`config.mk`:
```
export PLATFORM = sky130hd
export DESIGN_NAME = hdmi_pattern_gen
export DESIGN_NICKNAME = d
export VERILOG_FILES = /design/src/rtl/hdmi_pattern_gen.sv
export SDC_FILE = /design/constraint.sdc
export NUM_CORES = 1
export LEC_CHECK = 0
export ABC_AREA = 1
export BUFFER_PORTS_ARGS = -buffer_cell sky130_fd_sc_hd__buf_2
export CORE_MARGIN = 1.5
export CORE_UTILIZATION = 65
export CTS_BUF_LIST = sky130_fd_sc_hd__clkbuf_16
export DETAILED_ROUTE_END_ITERATION = 7
export PLACE_DENSITY = 0.89
export SKIP_CTS_REPAIR_TIMING = 1
export SLEW_MARGIN = 20
export SYNTH_ARGS = -nofsm -noshare
export SYNTH_HDL_FRONTEND = slang
export SYNTH_SLANG_ARGS = --single-unit
```
`constraint.sdc`:
```
create_clock -name clk_pix -period 5.8 [get_ports clk_pix]
set_input_delay 0.58 -clock clk_pix [delete_from_list [all_inputs] [get_ports clk_pix]]
set_output_delay 0.58 -clock clk_pix [all_outputs]
set_load 0.02 [all_outputs]
```
`src/rtl/hdmi_pattern_gen.sv`:
```
// Video timing generator with four selectable test patterns (bars, grid, ramp, scrolling ramp).
// Counters run one cycle ahead of the registered HDMI outputs; patterns switch only at pixel (0,0).
module hdmi_pattern_gen #(
    parameter int   H_ACTIVE = 1280,
    parameter int   H_FP     = 110,
    parameter int   H_SYNC   = 40,
    parameter int   H_BP     = 220,
    parameter int   V_ACTIVE = 720,
    parameter int   V_FP     = 5,
    parameter int   V_SYNC   = 5,
    parameter int   V_BP     = 20,
    parameter logic HS_POL   = 1'b1,
    parameter logic VS_POL   = 1'b1
) (
    input  logic        clk_pix,
    input  logic        rst_n,
    input  logic [1:0]  pattern_sel,
    output logic [23:0] hdmi_d,
    output logic        hdmi_de,
    output logic        hdmi_hs,
    output logic        hdmi_vs,
    output logic        frame_start
);

    localparam int H_TOTAL = H_ACTIVE + H_FP + H_SYNC + H_BP;
    localparam int V_TOTAL = V_ACTIVE + V_FP + V_SYNC + V_BP;
    localparam int HW      = $clog2(H_TOTAL);
    localparam int VW      = $clog2(V_TOTAL);
    localparam int BAR_W   = H_ACTIVE / 8;
    localparam int BW      = (BAR_W > 1) ? $clog2(BAR_W) : 1;

    localparam logic [HW-1:0] H_LAST   = HW'(H_TOTAL - 1);
    localparam logic [VW-1:0] V_LAST   = VW'(V_TOTAL - 1);
    localparam logic [BW-1:0] BAR_LAST = BW'(BAR_W - 1);
    localparam logic [31:0]   H_ACT    = 32'(H_ACTIVE);
    localparam logic [31:0]   V_ACT    = 32'(V_ACTIVE);
    localparam logic [31:0]   HS_BEG   = 32'(H_ACTIVE + H_FP);
    localparam logic [31:0]   HS_END   = 32'(H_ACTIVE + H_FP + H_SYNC);
    localparam logic [31:0]   VS_BEG   = 32'(V_ACTIVE + V_FP);
    localparam logic [31:0]   VS_END   = 32'(V_ACTIVE + V_FP + V_SYNC);

    typedef enum logic {S_HOLD, S_RUN} state_t;

    state_t        state_q, state_d;
    logic [HW-1:0] h_cnt_q, h_cnt_d;
    logic [VW-1:0] v_cnt_q, v_cnt_d;
    logic [BW-1:0] bar_cnt_q, bar_cnt_d;
    logic [2:0]    bar_idx_q, bar_idx_d;
    logic [1:0]    pat_q, pat_d;
    logic [7:0]    frm_cnt_q, frm_cnt_d;
    logic [7:0]    frm_use_q, frm_use_d;
    logic [23:0]   d_q, d_d;
    logic          de_q, de_d, hs_q, hs_d, vs_q, vs_d, fs_q, fs_d;

    logic          first, active, run;
    logic [1:0]    pat_eff;
    logic [7:0]    frm_eff, h8, ramp;
    logic [5:0]    h6, v6;
    logic [23:0]   pix, bar_rgb;

    always_comb begin
        run     = (state_q == S_RUN);
        state_d = S_RUN;
        first   = (h_cnt_q == '0) && (v_cnt_q == '0);
        active  = (32'(h_cnt_q) < H_ACT) && (32'(v_cnt_q) < V_ACT);
        h8      = 8'(h_cnt_q);
        h6      = 6'(h_cnt_q);
        v6      = 6'(v_cnt_q);

        // At pixel (0,0) the new frame's pattern and frame number are used before they are registered
        pat_eff = first ? pattern_sel : pat_q;
        frm_eff = first ? frm_cnt_q : frm_use_q;
        ramp    = h8 + frm_eff;

        h_cnt_d   = h_cnt_q;
        v_cnt_d   = v_cnt_q;
        bar_cnt_d = bar_cnt_q;
        bar_idx_d = bar_idx_q;
        pat_d     = pat_q;
        frm_cnt_d = frm_cnt_q;
        frm_use_d = frm_use_q;

        if (run) begin
            if (h_cnt_q == H_LAST) begin
                h_cnt_d   = '0;
                v_cnt_d   = (v_cnt_q == V_LAST) ? '0 : v_cnt_q + VW'(1);
                bar_cnt_d = '0;
                bar_idx_d = '0;
            end else begin
                h_cnt_d = h_cnt_q + HW'(1);
                if (bar_cnt_q == BAR_LAST) begin
                    bar_cnt_d = '0;
                    bar_idx_d = (bar_idx_q == 3'd7) ? 3'd7 : bar_idx_q + 3'd1;
                end else begin
                    bar_cnt_d = bar_cnt_q + BW'(1);
                end
            end
            if (first) begin
                pat_d     = pattern_sel;
                frm_use_d = frm_cnt_q;
                frm_cnt_d = frm_cnt_q + 8'd1;
            end
        end

        case (bar_idx_q)
            3'd0:    bar_rgb = 24'hFFFFFF;
            3'd1:    bar_rgb = 24'hFFFF00;
            3'd2:    bar_rgb = 24'h00FFFF;
            3'd3:    bar_rgb = 24'h00FF00;
            3'd4:    bar_rgb = 24'hFF00FF;
            3'd5:    bar_rgb = 24'hFF0000;
            3'd6:    bar_rgb = 24'h0000FF;
            default: bar_rgb = 24'h000000;
        endcase

        case (pat_eff)
            2'd0:    pix = bar_rgb;
            2'd1:    pix = ((h6 == '0) || (v6 == '0)) ? '1 : '0;
            2'd2:    pix = {h8, h8, h8};
            default: pix = {ramp, ramp, ramp};
        endcase

        d_d  = '0;
        de_d = 1'b0;
        hs_d = ~HS_POL;
        vs_d = ~VS_POL;
        fs_d = 1'b0;
        if (run) begin
            d_d  = active ? pix : '0;
            de_d = active;
            hs_d = ((32'(h_cnt_q) >= HS_BEG) && (32'(h_cnt_q) < HS_END)) ? HS_POL : ~HS_POL;
            vs_d = ((32'(v_cnt_q) >= VS_BEG) && (32'(v_cnt_q) < VS_END)) ? VS_POL : ~VS_POL;
            fs_d = first;
        end
    end

    always_ff @(posedge clk_pix) begin
        if (!rst_n) begin
            state_q   <= S_HOLD;
            h_cnt_q   <= '0;
            v_cnt_q   <= '0;
            bar_cnt_q <= '0;
            bar_idx_q <= '0;
            pat_q     <= '0;
            frm_cnt_q <= '0;
            frm_use_q <= '0;
            d_q       <= '0;
            de_q      <= 1'b0;
            hs_q      <= ~HS_POL;
            vs_q      <= ~VS_POL;
            fs_q      <= 1'b0;
        end else begin
            state_q   <= state_d;
            h_cnt_q   <= h_cnt_d;
            v_cnt_q   <= v_cnt_d;
            bar_cnt_q <= bar_cnt_d;
            bar_idx_q <= bar_idx_d;
            pat_q     <= pat_d;
            frm_cnt_q <= frm_cnt_d;
            frm_use_q <= frm_use_d;
            d_q       <= d_d;
            de_q      <= de_d;
            hs_q      <= hs_d;
            vs_q      <= vs_d;
            fs_q      <= fs_d;
        end
    end

    assign hdmi_d      = d_q;
    assign hdmi_de     = de_q;
    assign hdmi_hs     = hs_q;
    assign hdmi_vs     = vs_q;
    assign frame_start = fs_q;

endmodule

```
==> flow_metrics.env <==
export IMPL_fin_nets=647
export IMPL_period_needed_ns=3.061
export IMPL_maxSlewViolCount=0
export IMPL_whs_path_depth=2
export IMPL_cts_tree="done"
export IMPL_clock_root_buffer="clkbuf_16"
export IMPL_status="finished with violations"
export IMPL_ioPinCount=32
export IMPL_clock_skew_ns=0.006858
export IMPL_crit_required_ns=5.98
export IMPL_initial_core_util=0.6811
export IMPL_routed_wl_mm=10.16
export IMPL_dieWidth_um=85.04
export IMPL_rows=29
export IMPL_crit_fanout=13
export IMPL_worstHoldPathType="reg -> reg"
export IMPL_coreArea_mm2=0.006422
export IMPL_tns_ns=0
export IMPL_vias_per_cell=5.667
export IMPL_htreeDepth=3
export IMPL_max_cap_violations=0
export IMPL_peakVddDrop_uv=165.6
export IMPL_pwr_density_cell_mw_per_mm2=286.7
export IMPL_worstRegToRegCells=17
export IMPL_antenna_found_initial=0
export IMPL_setup_viol=0
export IMPL_die_y_um=85.04
export IMPL_gp_congestion=0.9533
export IMPL_remaining_drc_errors=6
export IMPL_syn_avg_cell_area_um2=7.364
export IMPL_arrival_ns=3.24
export IMPL_drive_gt1_frac=0.1374
export IMPL_synth_ff_type="dfxtp_1"
export IMPL_via_count=3984
export IMPL_fmax_mhz=326.7
export IMPL_syn_to_final_growth_pct=10.76
export IMPL_tightest_slew_ns=0.7705
export IMPL_synth_fp_nets=620
export IMPL_synth_edf_count=0
export IMPL_p_leak_nw=2.173
export IMPL_ys_types=45
export IMPL_worst_setup_path_start_kind="flip-flop"
export IMPL_cts_sinks=79
export IMPL_final_area_mm2=0.004845
export IMPL_violations="design-rule violations"
export IMPL_final_seq_area_mm2=0.001582
export IMPL_worstSkewPairLatency_ns=0.34
export IMPL_worstSetupEndpointType="flip-flop"
export IMPL_grt_pass1_vias=3739
export IMPL_ys_warn_count=0
export IMPL_portBuffers=31
export IMPL_nFillCells=474
export IMPL_synth_area_mm2=0.004374
export IMPL_cts_buffers=9
export IMPL_multi_input_area_mm2=0.002432
export IMPL_slew_headroom=0.4851
export IMPL_layout_common_cells="nor2_1 (105), nand2_1 (87), dfxtp_1 (79)"
export IMPL_critical_path_class="reg -> reg"
export IMPL_post_route_period_util=0.5277
export IMPL_synth_seq_cells=79
export IMPL_clk_pin_slew_ns=0.06
export IMPL_hold_viol=0
export IMPL_synthArstFlopShare=0
export IMPL_die_area_mm2=0.007231
export IMPL_drtPass1Iterations=7
export IMPL_ant_nets=0
export IMPL_drt_iter0_markers=382
export IMPL_postSynthCellCount=594
export IMPL_antenna_cells=0
export IMPL_clock_tree_buffer_depth=2
export IMPL_dp_hpwl_mm=7.117
export IMPL_placed_area_mm2=0.004532
export IMPL_grt_use_total=0.2947
export IMPL_grt_pass1_wl_mm=16.99
export IMPL_final_common_cell="nor2_1"
export IMPL_gr_total_overflow=0
export IMPL_grt_max_degree=26
export IMPL_yosysSeqAreaShare=0.3616
export IMPL_rsz0062_at_grt="no"
export IMPL_wl_per_cell_um=14.45
routing by layer:
metal | vias to the layer above | GRT usage | routed length (um)
met5 | - | 0 | 0
met4 | 0 | 0.1162 | 186
met3 | 18 | 0.05739 | 641
met2 | 146 | 0.4870 | 4815
met1 | 1829 | 0.3805 | 4515
li1 | 1991 | - | -
final timing paths:
check                     from           end  slack (ns)
hold / removal    frm_use_q[3]  frm_use_q[3]        0.48
setup reg to reg    v_cnt_q[0]    hdmi_d[23]        2.74
hold reg to reg   frm_use_q[3]  frm_use_q[3]        0.48
setup / recovery    v_cnt_q[0]    hdmi_d[23]        2.74
registers in the layout, summed over array words and instances, names as in the netlist:
name         flops
hdmi_d          24
h_cnt_q         11
v_cnt_q         10
bar_cnt_q        8
frm_cnt_q        8
frm_use_q        8
bar_idx_q        3
pat_q            2
frame_start      1
hdmi_de          1
hdmi_hs          1
hdmi_vs          1
run              1
cell usage after synthesis (5+ instances only):
cell	n	area share
nor2_4	8	0.021
nand2_2	6	0.0086
nand3_1	49	0.056
inv_1	66	0.057
o21ai_0	19	0.022
nand2_1	87	0.075
xor2_1	11	0.022
nand2_4	7	0.018
dfxtp_1	79	0.36
clkbuf_1	5	0.0043
nand4_1	12	0.017
nor3_1	11	0.013
a21oi_1	39	0.045
ha_1	21	0.060
nor2_2	5	0.0072
nor2_1	105	0.090
nor3b_1	7	0.012
critical path, cell delays in order (launching register included):
cell and delay (ns):
dfxtp_1 0.38, inv_1 0.16, ha_1 0.21, nand2_1 0.07, nor2_1 0.16, nand2_2 0.11
nor2_4 0.22, nand2_1 0.10, o21ai_0 0.09, ha_1 0.30, a21oi_1 0.16, nand2_1 0.09
a21boi_0 0.29, o21ai_0 0.20, inv_1 0.11, nand2_1 0.06, nand3_1 0.11, a21oi_1 0.09
area by class of cell:
class / count / share of cell area
Tap cell: 77 / 0.01989
Sequential cell: 79 / 0.3264
Clock buffer: 9 / 0.04649
Timing Repair Buffer: 31 / 0.03202
Multi-Input combinational cell: 429 / 0.5021
Clock inverter: 7 / 0.01808
Inverter: 71 / 0.05501
power breakdown:
group | internal (mW) | switching (mW) | leakage [nW]
clock | 0.373 | 0.223 | 0.147
combinational | 0.0665 | 0.144 | 1.38
sequential | 0.569 | 0.0134 | 0.644
total | 1.01 | 0.380 | 2.17
cells by family after synthesis:
logic type      share of synthesized area
fa+ha+maj                         0.06465
xor+xnor                          0.02803
compound gates                     0.1070
flops                              0.3616
buf+inv                           0.08238
simple gates                       0.3564
through the flow:
step	instances	hold WS [ns]	power, mW	setup slack [ns]	utilization
floorplan	594	0.4344	0.7562	3.062	-
global placement	687	0.4519	0.7939	2.997	0.7056
detailed placement	687	0.4669	0.7998	2.883	0.7056
CTS	703	0.4757	1.388	2.767	0.7543
global route	703	0.5081	1.440	2.432	0.7543
finish	703	0.4800	1.389	2.739	0.7543
(Power assumes the default switching activity.)
